==> config.mk <==
export PLATFORM = sky130hd
export DESIGN_NAME = mem_wb_stage
export DESIGN_NICKNAME = d
export VERILOG_FILES = /design/src/rtl/regfilemux.sv /design/src/rtl/rv32i_types.sv /design/src/rtl/load_align.sv /design/src/rtl/mem_wb_stage.sv
export SDC_FILE = /design/constraint.sdc
export NUM_CORES = 1
export LEC_CHECK = 0
export ABC_CLOCK_PERIOD_IN_PS = 4600
export BUFFER_PORTS_ARGS = -buffer_cell sky130_fd_sc_hd__clkbuf_2
export CORE_MARGIN = 2
export CORE_UTILIZATION = 52
export CTS_BUF_LIST = sky130_fd_sc_hd__clkbuf_8
export CTS_CLUSTER_DIAMETER = 80
export DETAILED_ROUTE_END_ITERATION = 12
export PLACE_DENSITY = 0.91
export SYNTH_ARGS = -nofsm -noshare
export SYNTH_HDL_FRONTEND = slang
export SYNTH_HIERARCHICAL = 1
export SYNTH_SLANG_ARGS = --single-unit
==> constraint.sdc <==
create_clock -name clk -period 4.6 [get_ports clk]
set_clock_uncertainty 0.15 [all_clocks]
set_input_delay 0.46 -clock clk [delete_from_list [all_inputs] [get_ports clk]]
set_output_delay 0.46 -clock clk [all_outputs]
set_load 0.005 [all_outputs]
==> src/rtl/regfilemux.sv <==
// Writeback result selector shared by decode, execute and the MEM/WB stage.
package regfilemux;

    typedef enum logic [3:0] {
        alu_out  = 4'd0,
        br_en    = 4'd1,
        u_imm    = 4'd2,
        lw       = 4'd3,
        pc_plus4 = 4'd4,
        lb       = 4'd5,
        lbu      = 4'd6,
        lh       = 4'd7,
        lhu      = 4'd8
    } regfilemux_sel_t;

endpackage

==> src/rtl/rv32i_types.sv <==
// Shared rv32i pipeline types: funct3 encodings, control word, MEM-stage FSM state and store lane helpers.
package rv32i_types;

    typedef enum logic [2:0] {
        sb = 3'b000,
        sh = 3'b001,
        sw = 3'b010
    } store_funct3_t;

    typedef enum logic [2:0] {
        lb  = 3'b000,
        lh  = 3'b001,
        lw  = 3'b010,
        lbu = 3'b100,
        lhu = 3'b101
    } load_funct3_t;

    typedef enum logic [0:0] {
        IDLE = 1'b0,
        WAIT = 1'b1
    } mem_state_t;

    typedef struct packed {
        logic                        load_regfile;
        logic                        data_read;
        logic                        data_write;
        regfilemux::regfilemux_sel_t regfilemux_sel;
    } rv32i_control_word;

    function automatic logic [3:0] store_mbe(input store_funct3_t funct3, input logic [1:0] off);
        logic [3:0] mbe;
        case (funct3)
            sw:      mbe = 4'b1111;
            sh:      mbe = 4'b0011 << {off[1], 1'b0};
            sb:      mbe = 4'b0001 << off;
            default: mbe = 4'b0000;
        endcase
        return mbe;
    endfunction

    // Store data is replicated into the addressed lane by shifting; bytes outside the lane are masked by mbe.
    function automatic logic [31:0] store_wdata(input store_funct3_t funct3, input logic [1:0] off,
                                                input logic [31:0] rs2);
        logic [31:0] wdata;
        case (funct3)
            sw:      wdata = rs2;
            sh:      wdata = rs2 << {off[1], 4'b0000};
            sb:      wdata = rs2 << {off, 3'b000};
            default: wdata = rs2;
        endcase
        return wdata;
    endfunction

endpackage

==> src/rtl/load_align.sv <==
// Load extraction: moves the addressed byte/half of the read word to bit 0 and extends it per load type.
module load_align (
    input  logic [31:0]                 data_rdata,
    input  logic [1:0]                  off,
    input  regfilemux::regfilemux_sel_t regfilemux_sel,
    output logic [31:0]                 load_val
);

    logic [7:0]  byte_lane_s;
    logic [15:0] half_lane_s;

    assign byte_lane_s = 8'(data_rdata >> {off, 3'b000});
    assign half_lane_s = 16'(data_rdata >> {off[1], 4'b0000});

    // Extend the selected lane; lw always takes the whole word regardless of offset.
    always_comb begin
        load_val = data_rdata;
        case (regfilemux_sel)
            regfilemux::lw:  load_val = data_rdata;
            regfilemux::lb:  load_val = {{24{byte_lane_s[7]}}, byte_lane_s};
            regfilemux::lbu: load_val = {24'd0, byte_lane_s};
            regfilemux::lh:  load_val = {{16{half_lane_s[15]}}, half_lane_s};
            regfilemux::lhu: load_val = {16'd0, half_lane_s};
            default:         load_val = data_rdata;
        endcase
    end

endmodule

==> src/rtl/mem_wb_stage.sv <==
// MEM/WB stage of the rv32i pipeline: data-memory handshake FSM, store lane alignment,
// load extraction and the MEM/WB register feeding the regfile write port.
module mem_wb_stage
    import rv32i_types::*;
(
    input  logic              clk,
    input  logic              rst,
    input  logic              valid_mem,
    input  rv32i_control_word ctrl_mem,
    input  logic [2:0]        funct3_mem,
    input  logic [4:0]        rd_mem,
    input  logic [31:0]       alu_out_mem,
    input  logic              br_en_mem,
    input  logic [31:0]       u_imm_mem,
    input  logic [31:0]       pc_mem,
    input  logic [31:0]       rs2_out_mem,
    input  logic [31:0]       data_rdata,
    input  logic              data_resp,
    output logic              data_read,
    output logic              data_write,
    output logic [31:0]       data_addr,
    output logic [3:0]        data_mbe,
    output logic [31:0]       data_wdata,
    output logic              stall_out,
    output logic [4:0]        rd_wb,
    output logic              load_regfile_wb,
    output logic [31:0]       regfilemux_out_wb
);

    mem_state_t state_q, state_d;

    // Snapshot of the in-flight access, so the bus and writeback info stay put while in WAIT.
    logic                        hold_read_q, hold_read_d;
    logic                        hold_write_q, hold_write_d;
    logic                        hold_load_q, hold_load_d;
    logic [31:0]                 hold_addr_q, hold_addr_d;
    logic [31:0]                 hold_wdata_q, hold_wdata_d;
    logic [3:0]                  hold_mbe_q, hold_mbe_d;
    logic [1:0]                  hold_off_q, hold_off_d;
    logic [4:0]                  hold_rd_q, hold_rd_d;
    regfilemux::regfilemux_sel_t hold_sel_q, hold_sel_d;

    logic                        new_read_s, new_write_s;
    logic [1:0]                  new_off_s;
    logic [3:0]                  new_mbe_s;
    logic [31:0]                 new_wdata_s;

    logic                        cur_valid_s, cur_read_s, cur_write_s, cur_load_s, cur_req_s;
    logic [31:0]                 cur_addr_s, cur_wdata_s;
    logic [3:0]                  cur_mbe_s;
    logic [1:0]                  cur_off_s;
    logic [4:0]                  cur_rd_s;
    regfilemux::regfilemux_sel_t cur_sel_s;

    logic                        stall_s, capture_s, wb_load_s;
    logic [31:0]                 load_val_s, result_s;

    logic [4:0]                  rd_wb_q, rd_wb_d;
    logic                        load_wb_q, load_wb_d;
    logic [31:0]                 value_wb_q, value_wb_d;

    assign new_read_s  = valid_mem & ctrl_mem.data_read;
    assign new_write_s = valid_mem & ctrl_mem.data_write;
    assign new_off_s   = alu_out_mem[1:0];

    // Byte enables and lane-shifted store data for the instruction currently presented.
    always_comb begin
        new_mbe_s   = 4'b0000;
        new_wdata_s = rs2_out_mem;
        if (new_write_s) begin
            new_mbe_s   = store_mbe(store_funct3_t'(funct3_mem), new_off_s);
            new_wdata_s = store_wdata(store_funct3_t'(funct3_mem), new_off_s, rs2_out_mem);
        end else begin
            new_mbe_s   = 4'b0000;
            new_wdata_s = rs2_out_mem;
        end
    end

    // Current access view: live EX/MEM fields in IDLE, the captured snapshot in WAIT.
    always_comb begin
        cur_valid_s = valid_mem;
        cur_read_s  = new_read_s;
        cur_write_s = new_write_s;
        cur_load_s  = ctrl_mem.load_regfile;
        cur_addr_s  = {alu_out_mem[31:2], 2'b00};
        cur_wdata_s = new_wdata_s;
        cur_mbe_s   = new_mbe_s;
        cur_off_s   = new_off_s;
        cur_rd_s    = rd_mem;
        cur_sel_s   = ctrl_mem.regfilemux_sel;
        if (state_q == WAIT) begin
            cur_valid_s = 1'b1;
            cur_read_s  = hold_read_q;
            cur_write_s = hold_write_q;
            cur_load_s  = hold_load_q;
            cur_addr_s  = hold_addr_q;
            cur_wdata_s = hold_wdata_q;
            cur_mbe_s   = hold_mbe_q;
            cur_off_s   = hold_off_q;
            cur_rd_s    = hold_rd_q;
            cur_sel_s   = hold_sel_q;
        end else begin
            cur_valid_s = valid_mem;
        end
    end

    assign cur_req_s = cur_read_s | cur_write_s;
    assign stall_s   = cur_req_s & ~data_resp;
    assign capture_s = (state_q == IDLE) & stall_s;

    // Handshake FSM next state: a same-cycle response never leaves IDLE.
    always_comb begin
        state_d = state_q;
        case (state_q)
            IDLE: begin
                if (stall_s) state_d = WAIT;
                else         state_d = IDLE;
            end
            WAIT: begin
                if (data_resp) state_d = IDLE;
                else           state_d = WAIT;
            end
            default: state_d = IDLE;
        endcase
    end

    // Snapshot next value: load on entry to WAIT, otherwise hold.
    always_comb begin
        hold_read_d  = hold_read_q;
        hold_write_d = hold_write_q;
        hold_load_d  = hold_load_q;
        hold_addr_d  = hold_addr_q;
        hold_wdata_d = hold_wdata_q;
        hold_mbe_d   = hold_mbe_q;
        hold_off_d   = hold_off_q;
        hold_rd_d    = hold_rd_q;
        hold_sel_d   = hold_sel_q;
        if (capture_s) begin
            hold_read_d  = cur_read_s;
            hold_write_d = cur_write_s;
            hold_load_d  = cur_load_s;
            hold_addr_d  = cur_addr_s;
            hold_wdata_d = cur_wdata_s;
            hold_mbe_d   = cur_mbe_s;
            hold_off_d   = cur_off_s;
            hold_rd_d    = cur_rd_s;
            hold_sel_d   = cur_sel_s;
        end else begin
            hold_read_d  = hold_read_q;
        end
    end

    load_align u_load_align (
        .data_rdata     (data_rdata),
        .off            (cur_off_s),
        .regfilemux_sel (cur_sel_s),
        .load_val       (load_val_s)
    );

    // Writeback value select.
    always_comb begin
        result_s = alu_out_mem;
        case (cur_sel_s)
            regfilemux::alu_out:  result_s = alu_out_mem;
            regfilemux::br_en:    result_s = {31'd0, br_en_mem};
            regfilemux::u_imm:    result_s = u_imm_mem;
            regfilemux::pc_plus4: result_s = pc_mem + 32'd4;
            regfilemux::lw,
            regfilemux::lb,
            regfilemux::lbu,
            regfilemux::lh,
            regfilemux::lhu:      result_s = load_val_s;
            default:              result_s = alu_out_mem;
        endcase
    end

    assign wb_load_s = cur_valid_s & cur_load_s & (cur_rd_s != 5'd0) & ~cur_write_s;

    // MEM/WB next value: a stalled or empty slot becomes a bubble so no write is ever repeated.
    always_comb begin
        rd_wb_d    = 5'd0;
        load_wb_d  = 1'b0;
        value_wb_d = 32'd0;
        if (stall_s || !cur_valid_s) begin
            rd_wb_d    = 5'd0;
            load_wb_d  = 1'b0;
            value_wb_d = 32'd0;
        end else begin
            rd_wb_d    = cur_rd_s;
            load_wb_d  = wb_load_s;
            value_wb_d = result_s;
        end
    end

    // State, snapshot and MEM/WB registers.
    always_ff @(posedge clk) begin
        if (rst) begin
            state_q      <= IDLE;
            hold_read_q  <= 1'b0;
            hold_write_q <= 1'b0;
            hold_load_q  <= 1'b0;
            hold_addr_q  <= 32'd0;
            hold_wdata_q <= 32'd0;
            hold_mbe_q   <= 4'b0000;
            hold_off_q   <= 2'b00;
            hold_rd_q    <= 5'd0;
            hold_sel_q   <= regfilemux::alu_out;
            rd_wb_q      <= 5'd0;
            load_wb_q    <= 1'b0;
            value_wb_q   <= 32'd0;
        end else begin
            state_q      <= state_d;
            hold_read_q  <= hold_read_d;
            hold_write_q <= hold_write_d;
            hold_load_q  <= hold_load_d;
            hold_addr_q  <= hold_addr_d;
            hold_wdata_q <= hold_wdata_d;
            hold_mbe_q   <= hold_mbe_d;
            hold_off_q   <= hold_off_d;
            hold_rd_q    <= hold_rd_d;
            hold_sel_q   <= hold_sel_d;
            rd_wb_q      <= rd_wb_d;
            load_wb_q    <= load_wb_d;
            value_wb_q   <= value_wb_d;
        end
    end

    assign data_read         = cur_read_s;
    assign data_write        = cur_write_s;
    assign data_addr         = cur_addr_s;
    assign data_mbe          = cur_write_s ? cur_mbe_s : 4'b0000;
    assign data_wdata        = cur_wdata_s;
    assign stall_out         = stall_s;
    assign rd_wb             = rd_wb_q;
    assign load_regfile_wb   = load_wb_q;
    assign regfilemux_out_wb = value_wb_q;

endmodule

# Word level (Yosys, flattened, before mapping)
# Cells that the tools add are included.
# word_totals
register_bits,121
input_bits,180
out_inout_bits,109
word_cells,67
# classes
addsub,1
eq_ne,10
shift,6
mux,20
bitwise,11
reduce_logical,6
# ops
op,n
$pmux 32 s4,2
$mux 32,3
$pmux 32 s2,1
$shl 32x5->32,2
$add 32x3->32 const B,1
$shr 32x5->16,1
$shr 32x5->8,1
$eq 4x3->1 const B,4
$mux 4,4
$pmux 4 s3,1
$eq 4x2->1 const B,2
$and 1x1->1,7
$mux 1,6
$mux 5,1
$reduce_bool 5->1,1
$reduce_or 5->1,1
$eq 4x1->1 const B,1
$eq 4x4->1 const B,1
$shl 1x2->4 const A,1
$shl 2x2->4 const A,1
$eq 3x1->1 const B,1
$eq 3x2->1 const B,1
$logic_not 3->1,1
$not 1->1,3
other kinds (6),6

# Logic depth before layout (Yosys ltp)
# depth
ltp_word,6
mapped_depth,14
ltp_nobuf,10

# Cells and area by module
# Netlist, hierarchy kept.
# modules_own_cells
mod,instances,cells_each,area_per_inst_um2,seq_area_each_um2
mem_wb_stage,1,940,7090.6,2422.3
load_align,1,94,691.9,0.0

# Worst setup path before layout
# OpenSTA, ideal clock, no wires.
# synth_timing
path_kind,register to register
from,reg state_q
to,"reg value_wb_q[23], in the netlist regfilemux_out_wb[23]"
setup_time_ns,0.122
t_arrival_ns,3.048
required_time_ns,4.328
path_slack_ns,1.281
stages_incl_launch_ff,15
n_path_buf,5
synth_period_minus_slack_ns,3.319
path_cell_list,dfxtp_1 -> buf_6 -> clkbuf_1 -> clkbuf_1 -> mux2_2 -> buf_2 -> mux4_2 -> mux2i_1 -> nor2_2 -> buf_6 -> a21o_1 -> a211oi_1 -> nor3_1 -> o221ai_1 -> a21oi_1
# synth_via
elab_cells_between_ends,23
classes_between,8 x eq/ne; 2 x shift; 7 x mux; 2 x bitwise; 4 x reduce/logical
# synth_lines
element,line,text
from (decl),mem_wb_stage.sv:30,"mem_state_t state_q, state_d;"
from (signal assigned),mem_wb_stage.sv:212,state_q <= state_d;
$mux 2 (*),mem_wb_stage.sv:91,if (state_q == WAIT) begin
named net cur_off_s[1],mem_wb_stage.sv:51,logic [1:0] cur_off_s;
$shr 32x5->16 or $shr 32x5->8 (tied branches),"load_align.sv:13, load_align.sv:12",
$pmux 32 s4 (*),load_align.sv:18,case (regfilemux_sel)
named net load_val_s[23],mem_wb_stage.sv:56,"logic [31:0] load_val_s, result_s;"
$pmux 32 s4 (*),mem_wb_stage.sv:163,case (cur_sel_s)
to (signal assigned),mem_wb_stage.sv:224,value_wb_q <= value_wb_d;
to (decl),mem_wb_stage.sv:60,"logic [31:0] value_wb_q, value_wb_d;"
# Mark *: on every way through the listed nets, which the timed path passes. The rest lies on a longest branch.
# A chain may end at the register's enable or synchronous reset.

# Worst setup path after layout
# layout_timing
from,reg state_q
to,"reg value_wb_q[9], in the netlist regfilemux_out_wb[9]"
# layout_via
elab_cells_between_ends,23
classes_between,8 x eq/ne; 2 x shift; 7 x mux; 2 x bitwise; 4 x reduce/logical
# layout_lines
element,line,text
$mux 4 (*),mem_wb_stage.sv:91,
named net cur_sel_s[0],mem_wb_stage.sv:53,regfilemux::regfilemux_sel_t cur_sel_s;
$eq 4x4->1 or $eq 4x3->1 (tied branches),load_align.sv:18,
$pmux 32 s4 (*),load_align.sv:18,
named net load_val_s[9],mem_wb_stage.sv:56,
$pmux 32 s4 (*),mem_wb_stage.sv:163,
# Marks and branches as above.

==> impl_results.md <==
* Cts-stage hold buffer count at 0
* Syn Inst Count at 1034
* Cts bufs inserted at 17
* Outcome: complete, no violations
* CP cell instances: mux2i_4 -> inv_1 -> or2_1 -> a21oi_2 -> buf_4 -> a22oi_1 -> nand2_1 -> a221oi_1 -> a21oi_1
* Synth unique cells at 67
* Crit path buffers/inverters at 2
* Final nets at 1450
* Peak fanout along the critical path at 44
* Asr flop ratio synth at 0%
* Max Clock Freq at 276 MHz
* Die extent in y at 126 um
* Pwr per Cell Area at 304 nW/um^2
* Post-DRT Antenna Nets at 0
* Drt first pass iters at 6
* Slew @ Worst Pin at 1.01 ns
* Clock-pin slew on the worst setup and hold paths at 0.08 ns
* Drt total wl at 29300 um
* H-tree depth at 4
* Synth area leader: dfxtp_1
* Setup crit end kind: register
* Layout cells sized above 1 at 31.4%
* Antenna Cells at 0
* Post-Route Setup TNS at 0 ns
* Final HPWL DP at 22200 um
* Routed length per instance at 20.0 um
* Initial DRC Count at 1157
* Cell family with most CP delay: compound AO/OA/AOI/OAI gates
* Top-level I/O count at 289
* Reg2Reg Setup Slack at 0.98 ns
* Largest net degree at the start of global routing at 85
* CP arrival at 3.84 ns
* Max-slew headroom at 32.3%
* Synth Warn # at 6
* Synthesis-to-finish area growth at 24.1%
* Post-cts repair resize count at 0
* Placed cell areas at 9220 um^2
* Reg area at 2430 um^2
* Final WS setup at 0.981 ns
* Final Hold Fails at 0
* Sequential area share after synthesis at 31.1%
* Total power at 2.94 mW
* Total track usage at 35.0%
* Die ar. at 16000 um^2
* Largest stage delay on the critical path at 0.78 ns
* Reg-to-reg startpoint: state_q$_SDFF_PP0_
* Yosys reg bits at 121
* Cell with the most instances after synthesis: nand2_1
* GRT overflow at 0
* Min Tclk post-route at 3.62 ns
* Design Area, Final at 9660 um^2
* Period utilization at 78.7%
* CTS Sinks at 121
* Initial antenna violation count at 1
* CP Class: reg -> reg
* Maxcap violations at 0
* Startpoint Class: register
* Average cell area after synthesis at 7.53 um^2
* Core box area at 14600 um^2
* Worst-skew pair later-pin latency at 0.45 ns
* Vias in the first global route at 8123
* First-pass GRT wire length at 44200 um
* CTS tree: built
* DRC viols at 0
* Port Buf Inserts at 288
* Critical path required time at 4.83 ns
* Detailed-route via count at 9298
* FF-to-FF End: regfilemux_out_wb[9]$_SDFF_PP0_
* GP Congestion at 1.01
* Yosys top cell area share at 31.1%
* Via density at 6.34
* Min-Delay Startpoint: ctrl_mem[6]
* Die width at 126 um
* Commonest cells in the netlist: 198 x nand2_1, 140 x a21oi_1, 121 x dfxtp_1, 54 x o21ai_0, 51 x clkbuf_1
* CTS Root Buffer Type: clkbuf_8
* Initial core utilization at 53.3%
* Multi-input logic area at 4930 um^2
* Worst vdd ir at 0.000268 V
* Leak pwr at 4.09 nW
* Worst hold path depth at 3
* Post-Syn Nets at 1215
* Slew Viols, Final at 0
* Post-synth EDFFs at 0
* Worst-case clock buffer depth at 2
* Post-synth top flop: dfxtp_1
* Area contributors post-synth: dfxtp_1 31%, nand2_1 9.5%, a21oi_1 9.0%, mux2_2 5.8%, o21ai_0 3.5%
* DP Worst Slack at 1.07 ns
* Fillers at 1305
* Number of cells on the worst reg-to-reg path at 9
* Worst Hold Path EP: hold_load_q$_SDFFE_PP0P_
* RSZ-0062 raised after global routing: no
* Synth Cell Area at 7780 um^2
* Cell Rows at 44
* Post-CTS Setup Inserts at 0
* Final setup fails at 0
* CP max stage cell: dfxtp_4
* Min-Delay Path Class: in -> reg
## cell type report
type                       count  share of cell area [%]
multi-input combinational    807                    51.1
inverter                      17                   0.661
sequential                   121                    25.1
clock inverter                13                    1.80
timing repair buffer         305                    16.2
tap                          184                    2.38
clock buffer                  19                    2.71
## tightest hold or removal path, delay by kind of cell
family,cells,cell delay (ns)
AOI/OAI and AO/OA,1,0.05
buffers and inverters,1,0.09
and+or+nand+nor,1,0.05
## worst max-delay path by stage
stage | startpoint | to | slack, ns | cells past startpoint
after floorplan | state_q$_SDFF_PP0_ | regfilemux_out_wb[23]$_SDFF_PP0_ | 1.28 | 14
after global placement | state_q$_SDFF_PP0_ | regfilemux_out_wb[1]$_SDFF_PP0_ | 1.17 | 9
after detailed placement | state_q$_SDFF_PP0_ | regfilemux_out_wb[9]$_SDFF_PP0_ | 1.07 | 9
after CTS | state_q$_SDFF_PP0_ | regfilemux_out_wb[9]$_SDFF_PP0_ | 1.07 | 9
after global routing | state_q$_SDFF_PP0_ | regfilemux_out_wb[2]$_SDFF_PP0_ | 0.75 | 9
final | state_q$_SDFF_PP0_ | regfilemux_out_wb[9]$_SDFF_PP0_ | 0.98 | 9
## cell families (layout without fill, tap and decap cells)
logic type | count (synthesis) | count (layout) | share of synthesized area (%)
and+or+nand+nor | 368 | 368 | 22.0
AOI/OAI and AO/OA | 358 | 358 | 29.2
xor gates and xnor gates | 19 | 19 | 2.33
buffers and inverters | 106 | 354 | 6.01
adders and majority gates | 3 | 3 | 0.434
muxes | 59 | 59 | 8.92
DFF | 121 | 121 | 31.1
## power breakdown
part	switching (mW)	internal [mW]
combinational	0.438	0.296
sequential	0.0349	1.11
clock	0.443	0.615
## routing by layer
layer	GRT usage [%]	share of wire, %	wire length, um
met1	46.7	39	11500
met2	54.0	45	13300
met4	15.1	4.4	1300
met3	8.69	11	3180
met5	0	0.044	13
## layout by cell type, fill, tap and decap left out, drive strengths merged, types with 6 or more instances in the layout
| cell | count |
|---|---|
| a211oi | 22 |
| a21o | 18 |
| a21oi | 140 |
| a221oi | 30 |
| a222oi | 7 |
| a22oi | 17 |
| a31oi | 9 |
| and2 | 8 |
| and3 | 6 |
| buf | 18 |
| clkbuf | 306 |
| dfxtp | 121 |
| inv | 20 |
| mux2 | 40 |
| mux2i | 18 |
| nand2 | 198 |
| nand3 | 45 |
| nand4 | 15 |
| nor2 | 47 |
| nor3 | 16 |
| nor4 | 14 |
| o211ai | 17 |
| o21a | 7 |
| o21ai | 60 |
| o221ai | 6 |
| o22a | 8 |
| o31a | 7 |
| xnor2 | 15 |
## stage by stage
step	std cells	hold WS (ns)	util [%]
2_1_floorplan	1034	0.283	-
3_3_place_gp	1434	0.289	63.2
3_5_place_dp	1434	0.297	63.2
4_1_cts	1466	0.0828	66.2
5_1_grt	1466	0.0863	66.2
6_report	1466	0.0928	66.2
## state kept, by name, indices dropped and copies added, names as in the netlist
register           flops
hold_off_q             2
state_q                1
hold_addr_q           32
regfilemux_out_wb     32
hold_wdata_q          32
hold_sel_q             4
hold_mbe_q             4
hold_write_q           1
hold_load_q            1
rd_wb                  5
hold_read_q            1
load_regfile_wb        1
hold_rd_q              5
(Power assumes the default switching activity.)
